File: src/rtl/rtype_ctrl.sv
// rtype_ctrl: multi-cycle R-type control (IDLE->DECODE->EXEC->WB); define RTYPE_SHIFT_EN to enable sll/srl/sra
module rtype_ctrl #(
    parameter int RETIRE_W = 16
) (
    input  logic                clock,
    input  logic                reset,
    input  logic                instr_valid,
    input  logic [31:0]         instr,
    output logic                instr_ready,
    output logic [4:0]          a_addr,
    output logic [4:0]          b_addr,
    output logic [3:0]          alu_op,
    output logic [4:0]          shamt,
    input  logic [31:0]         alu_result,
    output logic [4:0]          w_addr,
    output logic [31:0]         w_data,
    output logic                reg_write,
    output logic                illegal,
    output logic [RETIRE_W-1:0] retired
);
    typedef enum logic [1:0] {IDLE, DECODE, EXEC, WB} state_t;
    state_t state;
    logic [3:0] op;
    logic legal;
    logic [4:0] rs;
`ifdef RTYPE_SHIFT_EN
    logic shift;
    always_comb begin
        op = 4'd0;
        legal = instr[31:26] == 6'd0;
        shift = 1'b0;
        case (instr[5:0])
            6'h20: op = 4'd0;
            6'h21: op = 4'd1;
            6'h22: op = 4'd2;
            6'h23: op = 4'd3;
            6'h24: op = 4'd4;
            6'h25: op = 4'd5;
            6'h26: op = 4'd6;
            6'h27: op = 4'd7;
            6'h2A: op = 4'd8;
            6'h2B: op = 4'd9;
            6'h00: begin op = 4'hA; shift = 1'b1; end
            6'h02: begin op = 4'hB; shift = 1'b1; end
            6'h03: begin op = 4'hC; shift = 1'b1; end
            default: legal = 1'b0;
        endcase
        rs = shift ? 5'd0 : instr[25:21];
    end
`else
    always_comb begin
        op = 4'd0;
        legal = instr[31:26] == 6'd0;
        case (instr[5:0])
            6'h20: op = 4'd0;
            6'h21: op = 4'd1;
            6'h22: op = 4'd2;
            6'h23: op = 4'd3;
            6'h24: op = 4'd4;
            6'h25: op = 4'd5;
            6'h26: op = 4'd6;
            6'h27: op = 4'd7;
            6'h2A: op = 4'd8;
            6'h2B: op = 4'd9;
            default: legal = 1'b0;
        endcase
        rs = instr[25:21];
    end
    assign shamt = 5'd0;
`endif
    always_ff @(posedge clock) begin
        if (reset) begin
            state <= IDLE;
            instr_ready <= 1'b1;
            a_addr <= 5'd0;
            b_addr <= 5'd0;
            w_addr <= 5'd0;
            alu_op <= 4'd0;
`ifdef RTYPE_SHIFT_EN
            shamt <= 5'd0;
`endif
            w_data <= 32'd0;
            reg_write <= 1'b0;
            illegal <= 1'b0;
            retired <= '0;
        end else begin
            illegal <= 1'b0;
            reg_write <= 1'b0;
            case (state)
                IDLE: if (instr_valid) begin
                    state <= DECODE;
                    instr_ready <= 1'b0;
                    a_addr <= rs;
                    b_addr <= instr[20:16];
                    w_addr <= instr[15:11];
                    alu_op <= op;
                    illegal <= !legal;
`ifdef RTYPE_SHIFT_EN
                    shamt <= shift ? instr[10:6] : 5'd0;
`endif
                end
                DECODE: state <= illegal ? IDLE : EXEC;
                EXEC: begin
                    state <= WB;
                    w_data <= alu_result;
                    reg_write <= w_addr != 5'd0;
                    retired <= retired + 1'b1;
                end
                default: state <= IDLE;
            endcase
            // back to IDLE: reopen the handshake and park the reg_file/ALU selects at 0
            if (state == WB || (state == DECODE && illegal)) begin
                instr_ready <= 1'b1;
                a_addr <= 5'd0;
                b_addr <= 5'd0;
                w_addr <= 5'd0;
                alu_op <= 4'd0;
`ifdef RTYPE_SHIFT_EN
                shamt <= 5'd0;
`endif
            end
        end
    end
endmodule

File: config.mk
export PLATFORM = sky130hd
export DESIGN_NAME = rtype_ctrl
export DESIGN_NICKNAME = d
export VERILOG_FILES = /design/src/rtl/rtype_ctrl.sv
export SDC_FILE = /design/constraint.sdc
export NUM_CORES = 1
export LEC_CHECK = 0
export BUFFER_PORTS_ARGS = -buffer_cell sky130_fd_sc_hd__buf_2
export CORE_MARGIN = 5
export CORE_UTILIZATION = 45
export CTS_CLUSTER_SIZE = 30
export DETAILED_ROUTE_END_ITERATION = 7
export HOLD_SLACK_MARGIN = 0.06
export PLACE_DENSITY = 0.79
export SYNTH_ARGS = -nofsm -noshare
export SYNTH_HDL_FRONTEND = slang
export SYNTH_SLANG_ARGS = --single-unit
export TNS_END_PERCENT = 10
File: constraint.sdc
create_clock -name clock -period 1.95 [get_ports clock]
set_clock_uncertainty 0.1 [all_clocks]
set_input_delay 0.0975 -clock clock [delete_from_list [all_inputs] [get_ports clock]]
set_output_delay 0.0975 -clock clock [all_outputs]
set_load 0.005 [all_outputs]
==> results of run 1 <==
## critical path: stages
cell and delay (ns):
dlygate4sd3_1 0.53, buf_2 0.12, or3b_1 0.60, nor3_2 0.27, a22oi_1 0.10, nor2_1 0.14
## state kept, by name (all words and copies together), names as in the netlist
name         count
b_addr           5
reg_write        1
w_addr           5
illegal          1
w_data          32
retired         16
a_addr           5
alu_op           4
instr_ready      1
state            2
## path summary, 6_finish.rpt
path | to | slack [ns] | cells after the start
hold reg to reg | w_data[16] | 0.35 | 2
hold / removal | w_data[18] | 0.08 | 2
setup / recovery | alu_op[1] | 0.26 | 6
setup reg to reg | alu_op[1] | 0.27 | 4
## layout make-up
type | count | area, sq um
clock buffer | 13 | 159
sequential | 72 | 1440
timing repair buffer | 193 | 1260
fill | 470 | 1770
multi-input combinational | 238 | 1180
tap | 75 | 93.8
clock inverter | 3 | 40.0
inverter | 3 | 11.3
## per-layer routing
metal  track usage  vias up  wire length, um  share of wire
met3        0.0652       20              837           0.10
met2         0.360      144             3930           0.48
li1              -     1452                -              -
met4         0.100        0              187          0.023
met5             0        -                0              0
met1         0.228     1297             3180           0.39
## synth_stat cells (all sizes together), types with 4 or more instances
library cell,number
a21oi,51
and2,4
buf,24
clkbuf,6
dfxtp,72
nand2,99
nand2b,5
nand3,5
nand4,6
nor2,25
nor3,4
xor2,8
## logic make-up (layout without fill, tap and decap cells)
kind of cell,after synthesis,count (layout),share of synthesized area
compound gates,61,61,0.122
xor+xnor,11,11,0.0346
fa+ha+maj,1,1,0.00449
buf+inv,33,212,0.0651
flops,72,72,0.517
mux,2,2,0.00808
other cells,1,5,0.00135
simple gates,158,158,0.247
## power breakdown
part	total, uW	switching (uW)	internal, uW
sequential	1580	40.6	1540
combinational	432	210	222
clock	1170	510	658
total	3180	760	2420
## cell usage in the layout (no fill, tap or decap), types with 2 or more instances in the layout
cell / instances
a21oi_1: 51
a22oi_1: 3
and2_1: 4
and4_1: 2
buf_2: 131
buf_4: 6
clkbuf_1: 2
clkbuf_8: 11
clkinv_2: 2
conb_1: 5
dfxtp_1: 72
dlygate4sd3_1: 56
inv_1: 3
mux2_1: 2
nand2_1: 99
nand2b_1: 5
nand3_1: 5
nand4_1: 6
nor2_1: 25
nor2b_1: 2
nor3_1: 3
xnor2_1: 3
xor2_1: 8
## through the flow
step | area (sq um) | hold slack [ns] | util | setup WS [ns] | power (uW)
floorplan | 2800 | 0.133 | - | 0.492 | 1800
global placement | 3430 | 0.238 | 0.576 | 0.326 | 1940
detailed placement | 3430 | 0.244 | 0.576 | 0.289 | 1950
CTS | 4190 | 0.0652 | 0.703 | 0.276 | 3200
global route | 4190 | 0.0998 | 0.703 | 0.133 | 3330
finish | 4190 | 0.0813 | 0.703 | 0.260 | 3180
==> flow_summary.toml, run 1 <==
[status]
status = "completed"

[hold_path]
worstHoldPathType = "input port to flip-flop"
min_from = "reset"

[cts]
cts_setup_buffers = 0
clk_latency_ns = 0.33
clk_path_buf_depth = 2
clock_sinks = 72
tritoncts = "built"
cts.repair.resized = 0
cts_buffers = 9
clkTransAtPathRegs_ns = 0.07
cts_root_buf = "clkbuf_8"
cts_hold_buf = 56
cts_max_level = 3

[final_layout]
instances_no_fill = 597
drive_above_1_share = 0.297
syn_to_final_growth_pct = 50.3
num_antenna_cells = 0
final_nets = 585

[detailed_routing]
drt_wl_total_mm = 8.13
vias_per_cell = 4.88
via_count = 2913
drc_errors = 0
wire_per_inst_um = 13.6
ant_nets = 0
drt_iter0_drc = 127
drt_first_pass_iters = 5

[timing]
period_share = 0.867
max_freq_mhz = 592
setup_viol = 0
tns_ns = 0
drv_slew = 0
post-route-min-period_ns = 1.69
maxSlewHeadroom = 0.626
tightest_slew_ns = 0.561
hold_viol_final = 0
rsz0062_at_grt = "no"

[die]
rows = 28
dieArea_sq_um = 7870
coreArea_sq_um = 5960
io_pins = 142
die-height_um = 88.7
initial_utilization = 0.468
die_w_um = 88.7

[synth]
synth.area.top_cells = "dfxtp_1 52%, nand2_1 13%, a21oi_1 9.2%"
synth_top_flop_cell = "dfxtp_1"
ys_ff_latch = 72
synthDistinctLibCells = 36
yosysTopAreaCell = "dfxtp_1"
syn-cell-area_sq_um = 2790
yosysWarningCount = 0
avgSynthCellArea_sq_um = 8.22
netlist.area_leader.share = 0.517
async_flop_share = 0
synth-seq-area-share = 0.517
synth_cells = 339
synth_edf_count = 0

[global_routing]
grt_max_degree = 35
antenna_found_initial = 0
grt.total_usage = 0.207
grt_pass1_wl_mm = 12.9
grt_remaining_overflow = 0
grt_pass1_vias = 2787

[setup_path]
crit-reg2reg-launch = "state[1]"
crit_required_ns = 2.11
cp_max_fo = 16
cp-start-kind = "input port"
worst_setup_path_end_kind = "flip-flop"
startpoint = "instr_valid"
cp.arrival_ns = 1.85
path_class = "input port to flip-flop"

[power]
power.density_nw_per_um2 = 759
p_leak_uw = 0.00193
peakVddDrop_v = 0.000498

[placed_design]
portBuffers = 131
gp_congestion = 0.730
dp_hpwl_mm = 5.06
dp.cells = 525

[run]
maxCapViolCount = 0
Note: power is estimated with default switching activity, not from simulation.
==> run 2, diff against run 1 <==
--- a/config.mk
+++ b/config.mk
@@ -5,6 +5,7 @@
 export SDC_FILE = /design/constraint.sdc
 export NUM_CORES = 1
 export LEC_CHECK = 0
+export ABC_AREA = 1
 export BUFFER_PORTS_ARGS = -buffer_cell sky130_fd_sc_hd__buf_2
 export CORE_MARGIN = 5
 export CORE_UTILIZATION = 45
==> flow_summary.toml, run 2 <==
[placed_design]
post-place-ws_ns = 0.398
dp_hpwl_mm = 5.36
dp.cells = 574
portBuffers = 131
gp_congestion = 0.831

[detailed_routing]
drt_first_pass_iters = 4
drc_errors = 0
via_count = 3141
vias_per_cell = 4.82
wire_per_inst_um = 13.5
drt_iter0_drc = 107
drt_wl_total_mm = 8.83
ant_nets = 0

[final_layout]
final_common_cell = "buf_2"
reg_top3 = "w_data x32, retired x16"
most-common-layout-cells = "131 x buf_2, 86 x nor2_1, 72 x dfxtp_1"
final_nets = 638
largest-register = "w_data"
syn_to_final_growth_pct = 54.0
num_antenna_cells = 0
fill_cells = 476
largest_reg_flops = 32
instances_no_fill = 652
utilization = 0.700
drive_above_1_share = 0.292

[setup_path]
crit_path_top_delay_cell = "dlygate4sd3_1"
worstSetupEndpoint = "alu_op[0]"
path_depth = 7
cp-start-kind = "input port"
startpoint = "instr[1]"
reg2reg_slack_ns = 0.17
critPathTopFamily = "buffers and inverters"
crit-reg2reg-launch = "state[1]"
path_class = "input port to flip-flop"
cp.arrival_ns = 1.95
rr_worst_depth = 6
r2r-end = "alu_op[2]"
worst_setup_path_end_kind = "flip-flop"
cp_common_cell = "dlygate4sd3_1"
cp_max_fo = 3
path_cells = "dlygate4sd3_1, buf_2, inv_1, o21ai_0, nand3_1, dlygate4sd3_1, a21oi_1"
crit_buf_inv = 4
critPathMaxStageDelay_ns = 0.58
crit_required_ns = 2.11

[cts]
clk_latency_ns = 0.33
tritoncts = "built"
cts_buffers = 9
clock_sinks = 72
clk_path_buf_depth = 2
cts_max_level = 3
clkTransAtPathRegs_ns = 0.08
cts_root_buf = "clkbuf_8"

[synth]
synthDistinctLibCells = 30
synth_cells = 377
yosysWarningCount = 0
synth_edf_count = 0
synth_most_common_cell = "nor2_1"
async_flop_share = 0
ys_ff_latch = 72
yosysTopAreaCell = "dfxtp_1"
synth-seq-area-share = 0.508
netlist.area_leader.share = 0.508
synth.area.top_cells = "dfxtp_1 51%, nor2_1 11%, nand2_1 7.4%"
yosys-top-cells-count = "86 x nor2_1, 72 x dfxtp_1, 56 x nand2_1"
syn-cell-area_sq_um = 2840
avgSynthCellArea_sq_um = 7.52
synth_top_flop_cell = "dfxtp_1"

[global_routing]
grt_pass1_vias = 3067
grt.total_usage = 0.225
grt_pass1_wl_mm = 13.9
antenna_found_initial = 0
grt_remaining_overflow = 0
grt_max_degree = 34

[power]
switching_share = 0.258
switchingPower_uw = 868
power.density_nw_per_um2 = 770
pwr-share-comb = 0.161
p_clk_frac = 0.357
p_leak_uw = 0.00209
p_int_uw = 2500
peakVddDrop_v = 0.000525
seqPwrFrac = 0.482

[timing]
hold_viol_final = 0
drv_slew = 0
post-route-min-period_ns = 1.79
max_freq_mhz = 559
setup_viol = 0
timing.final.ws_setup_ns = 0.162
rsz0062_at_grt = "no"
worst_hold_slack_ns = 0.362
period_share = 0.917
tns_ns = 0

[die]
io_pins = 142
initial_utilization = 0.454
die-height_um = 89.4
coreArea_sq_um = 6240
dieArea_sq_um = 7990
die_w_um = 89.4
rows = 29

[run]
maxCapViolCount = 0

[status]
status = "completed"

[hold_path]
worstHoldPathType = "flip-flop to flip-flop"
## run 2: worst reg2reg max path, stage by stage, from the launching register on
cell and delay, ns:
dfxtp_1 0.36, nor2_1 0.17, nand2_1 0.15, clkinv_4 0.16, nand4_1 0.10, dlygate4sd3_1 0.57, a21oi_1 0.11
## run 2: what timing repair did
item / 4_1_cts / 5_1_grt
hold buffers: 62 / 0
setup endpoints to repair: 0 / 1
setup buffers: 0 / 0
endpoints found under the hold margin: 56 / 0
gates resized for setup: 0 / 3
## run 2: layer usage
metal | track usage | up-vias | wire [um]
li1 | - | 1583 | -
met1 | 0.232 | 1422 | 3510
met2 | 0.414 | 116 | 4460
met3 | 0.0664 | 20 | 668
met4 | 0.103 | 0 | 189
met5 | 0 | - | 0
## run 2: worst min-delay path by stage
stage / slack, ns / end / startpoint / cells past startpoint
floorplan: 0.07 / retired[11] / reset / 1
global placement: 0.24 / retired[11] / reset / 2
detailed placement: 0.24 / retired[11] / reset / 2
CTS: 0.36 / instr_ready / instr_ready / 2
global route: 0.38 / b_addr[1] / b_addr[1] / 2
finish: 0.36 / b_addr[1] / b_addr[1] / 2
## run 2: cells by family (layout without fill, tap and decap cells)
kind of cell    count (synthesis)  after routing  synth area share
compound gates                 73             73             0.135
xor+xnor                        1              1           0.00309
fa+ha+maj                       1              1           0.00441
buf+inv                        55            249            0.0856
flops                          72             72             0.508
other cells                     1              5           0.00132
simple gates                  174            174             0.263
## run 2: final cells by class
type,count,area (sq um),share of cell area
well taps,77,96.3,0.0221
clock inverters,5,55.1,0.0126
clock buffers,11,151,0.0347
repair buffers,200,1330,0.304
flip-flops and latches,72,1440,0.330
multi-input cells,254,1170,0.267
inverters,33,129,0.0295
## run 2: power groups by stage
stage / Combinational, uW / Clock (uW) / Sequential, uW
2_1_floorplan: 225 / 0 / 1660
3_3_place_gp: 424 / 0 / 1650
3_5_place_dp: 435 / 0 / 1650
4_1_cts: 527 / 1240 / 1620
5_1_grt: 604 / 1310 / 1630
6_report: 541 / 1200 / 1620
## run 2: per-stage QoR
| step | power (uW) | instance area, sq um |
|---|---|---|
| final | 3360 | 4370 |
| after global routing | 3550 | 4370 |
| after CTS | 3380 | 4360 |
| after detailed placement | 2090 | 3540 |
| after global placement | 2070 | 3540 |
| after floorplan | 1890 | 2850 |
==> run 3, diff against run 2 <==
--- a/config.mk
+++ b/config.mk
@@ -13,6 +13,7 @@
 export DETAILED_ROUTE_END_ITERATION = 7
 export HOLD_SLACK_MARGIN = 0.06
 export PLACE_DENSITY = 0.79
+export RECOVER_POWER = 25
 export SYNTH_ARGS = -nofsm -noshare
 export SYNTH_HDL_FRONTEND = slang
 export SYNTH_SLANG_ARGS = --single-unit
==> flow_summary.toml, run 3 (synthesized netlist as in run 2, its figures left out) <==
[status]
status = "completed"

[cts]
cts_max_level = 3
cts_root_buf = "clkbuf_8"
cts_setup_buffers = 0
clock_sinks = 72
clkTransAtPathRegs_ns = 0.07
tritoncts = "built"
clk_latency_ns = 0.32
clk_path_buf_depth = 2
cts_buffers = 9

[timing]
timing.final.ws_setup_ns = 0.166
setup_viol = 0
hold_viol_final = 0
period_share = 0.915
tns_ns = 0
rsz0062_at_grt = "no"
max_freq_mhz = 561
drv_slew = 0
post-route-min-period_ns = 1.78

[setup_path]
cp.arrival_ns = 1.94
cp-start-kind = "flip-flop"
reg2reg_slack_ns = 0.17
path_class = "flip-flop to flip-flop"
cp_max_fo = 20
worst_setup_path_end_kind = "flip-flop"
crit_required_ns = 2.11

[placed_design]
dp.cells = 574
portBuffers = 131
gp_congestion = 0.831
post-place-ws_ns = 0.398
dp_hpwl_mm = 5.36

[final_layout]
multi_input_area_sq_um = 1170
fill_cells = 496
drive_above_1_share = 0.247
regArea_sq_um = 1440
utilization = 0.695
syn_to_final_growth_pct = 52.9
largest_reg_flops = 32
final_common_cell = "buf_2"
instances_no_fill = 652
most-common-layout-cells = "105 x buf_2, 86 x nor2_1, 72 x dfxtp_1"
final_nets = 638
reg_top3 = "w_data x32, retired x16"
largest-register = "w_data"
num_antenna_cells = 0

[global_routing]
antenna_found_initial = 0
grt.total_usage = 0.225
grt_remaining_overflow = 0
grt_pass1_vias = 3067
grt_pass1_wl_mm = 13.9
grt_max_degree = 34

[hold_path]
worstHoldPathType = "flip-flop to flip-flop"

[power]
peakVddDrop_v = 0.000527
seqPwrFrac = 0.484
switching_share = 0.259
power.density_nw_per_um2 = 774
finalPower_uw = 3360
switchingPower_uw = 870
pwr-share-comb = 0.158
p_int_uw = 2490
p_leak_uw = 0.00199
p_clk_frac = 0.358

[die]
dieArea_sq_um = 7990
initial_utilization = 0.454
rows = 29
die_w_um = 89.4
io_pins = 142
die-height_um = 89.4
coreArea_sq_um = 6240

[run]
maxCapViolCount = 0

[detailed_routing]
via_count = 3129
vias_per_cell = 4.80
drt_first_pass_iters = 4
drt_iter0_drc = 104
ant_nets = 0
wire_per_inst_um = 13.5
drc_errors = 0
drt_wl_total_mm = 8.80
-- run 3: cell types whose count changed in the layout (fill, tap and decap cells not counted) --
| cell | before | now |
|---|---|---|
| buf_1 | 0 | 1 |
| buf_2 | 131 | 105 |
| clkbuf_1 | 0 | 25 |
-- run 3: path summary, 6_finish.rpt --
kind / end / start / cells after the start
worst min-delay path: instr_ready / instr_ready / 2
worst min register to register: instr_ready / instr_ready / 2
worst max register to register: alu_op[2] / state[1] / 6
worst max-delay path: alu_op[2] / state[1] / 6
-- run 3: routing by layer --
layer  vias to the layer above  track usage  wire length [um]
met5                         -            0                 0
li1                       1582            -                 -
met4                         0        0.103               182
met2                       117        0.414              4450
met1                      1412        0.232              3460
met3                        18       0.0664               708
-- run 3: power groups by stage --
stage	combinational, uW	sequential [uW]	clock, uW
after floorplan	225	1660	0
after global placement	424	1650	0
after detailed placement	435	1650	0
after CTS	527	1620	1240
after global routing	592	1630	1310
final	530	1620	1200
-- run 3: cell type report --
class                   count  area share
clock inverters             5      0.0127
inverters                  33      0.0297
well taps                  77      0.0222
clock buffers              11      0.0349
multi-input cells         254       0.269
repair buffers            200       0.299
flip-flops and latches     72       0.332
-- run 3: metrics by stage --
stage               cell area (sq um)  hold WS [ns]
CTS                              4360         0.361
detailed placement               3540         0.241
finish                           4340         0.364
floorplan                        2850        0.0690
global placement                 3540         0.240
global route                     4340         0.383
-- run 3: worst max-delay path, stage by stage, from the launching register on --
cell and delay, ns:
dfxtp_1 0.36, nor2_1 0.17, nand2_1 0.15, clkinv_4 0.16, nand4_1 0.09, dlygate4sd3_1 0.57
a21oi_1 0.12
-- run 3: what timing repair did --
action / CTS / global route
hold buffers: 62 / 0
gates resized for setup: 0 / 3
hold endpoints to repair: 56 / 0
setup endpoints to repair: 0 / 1
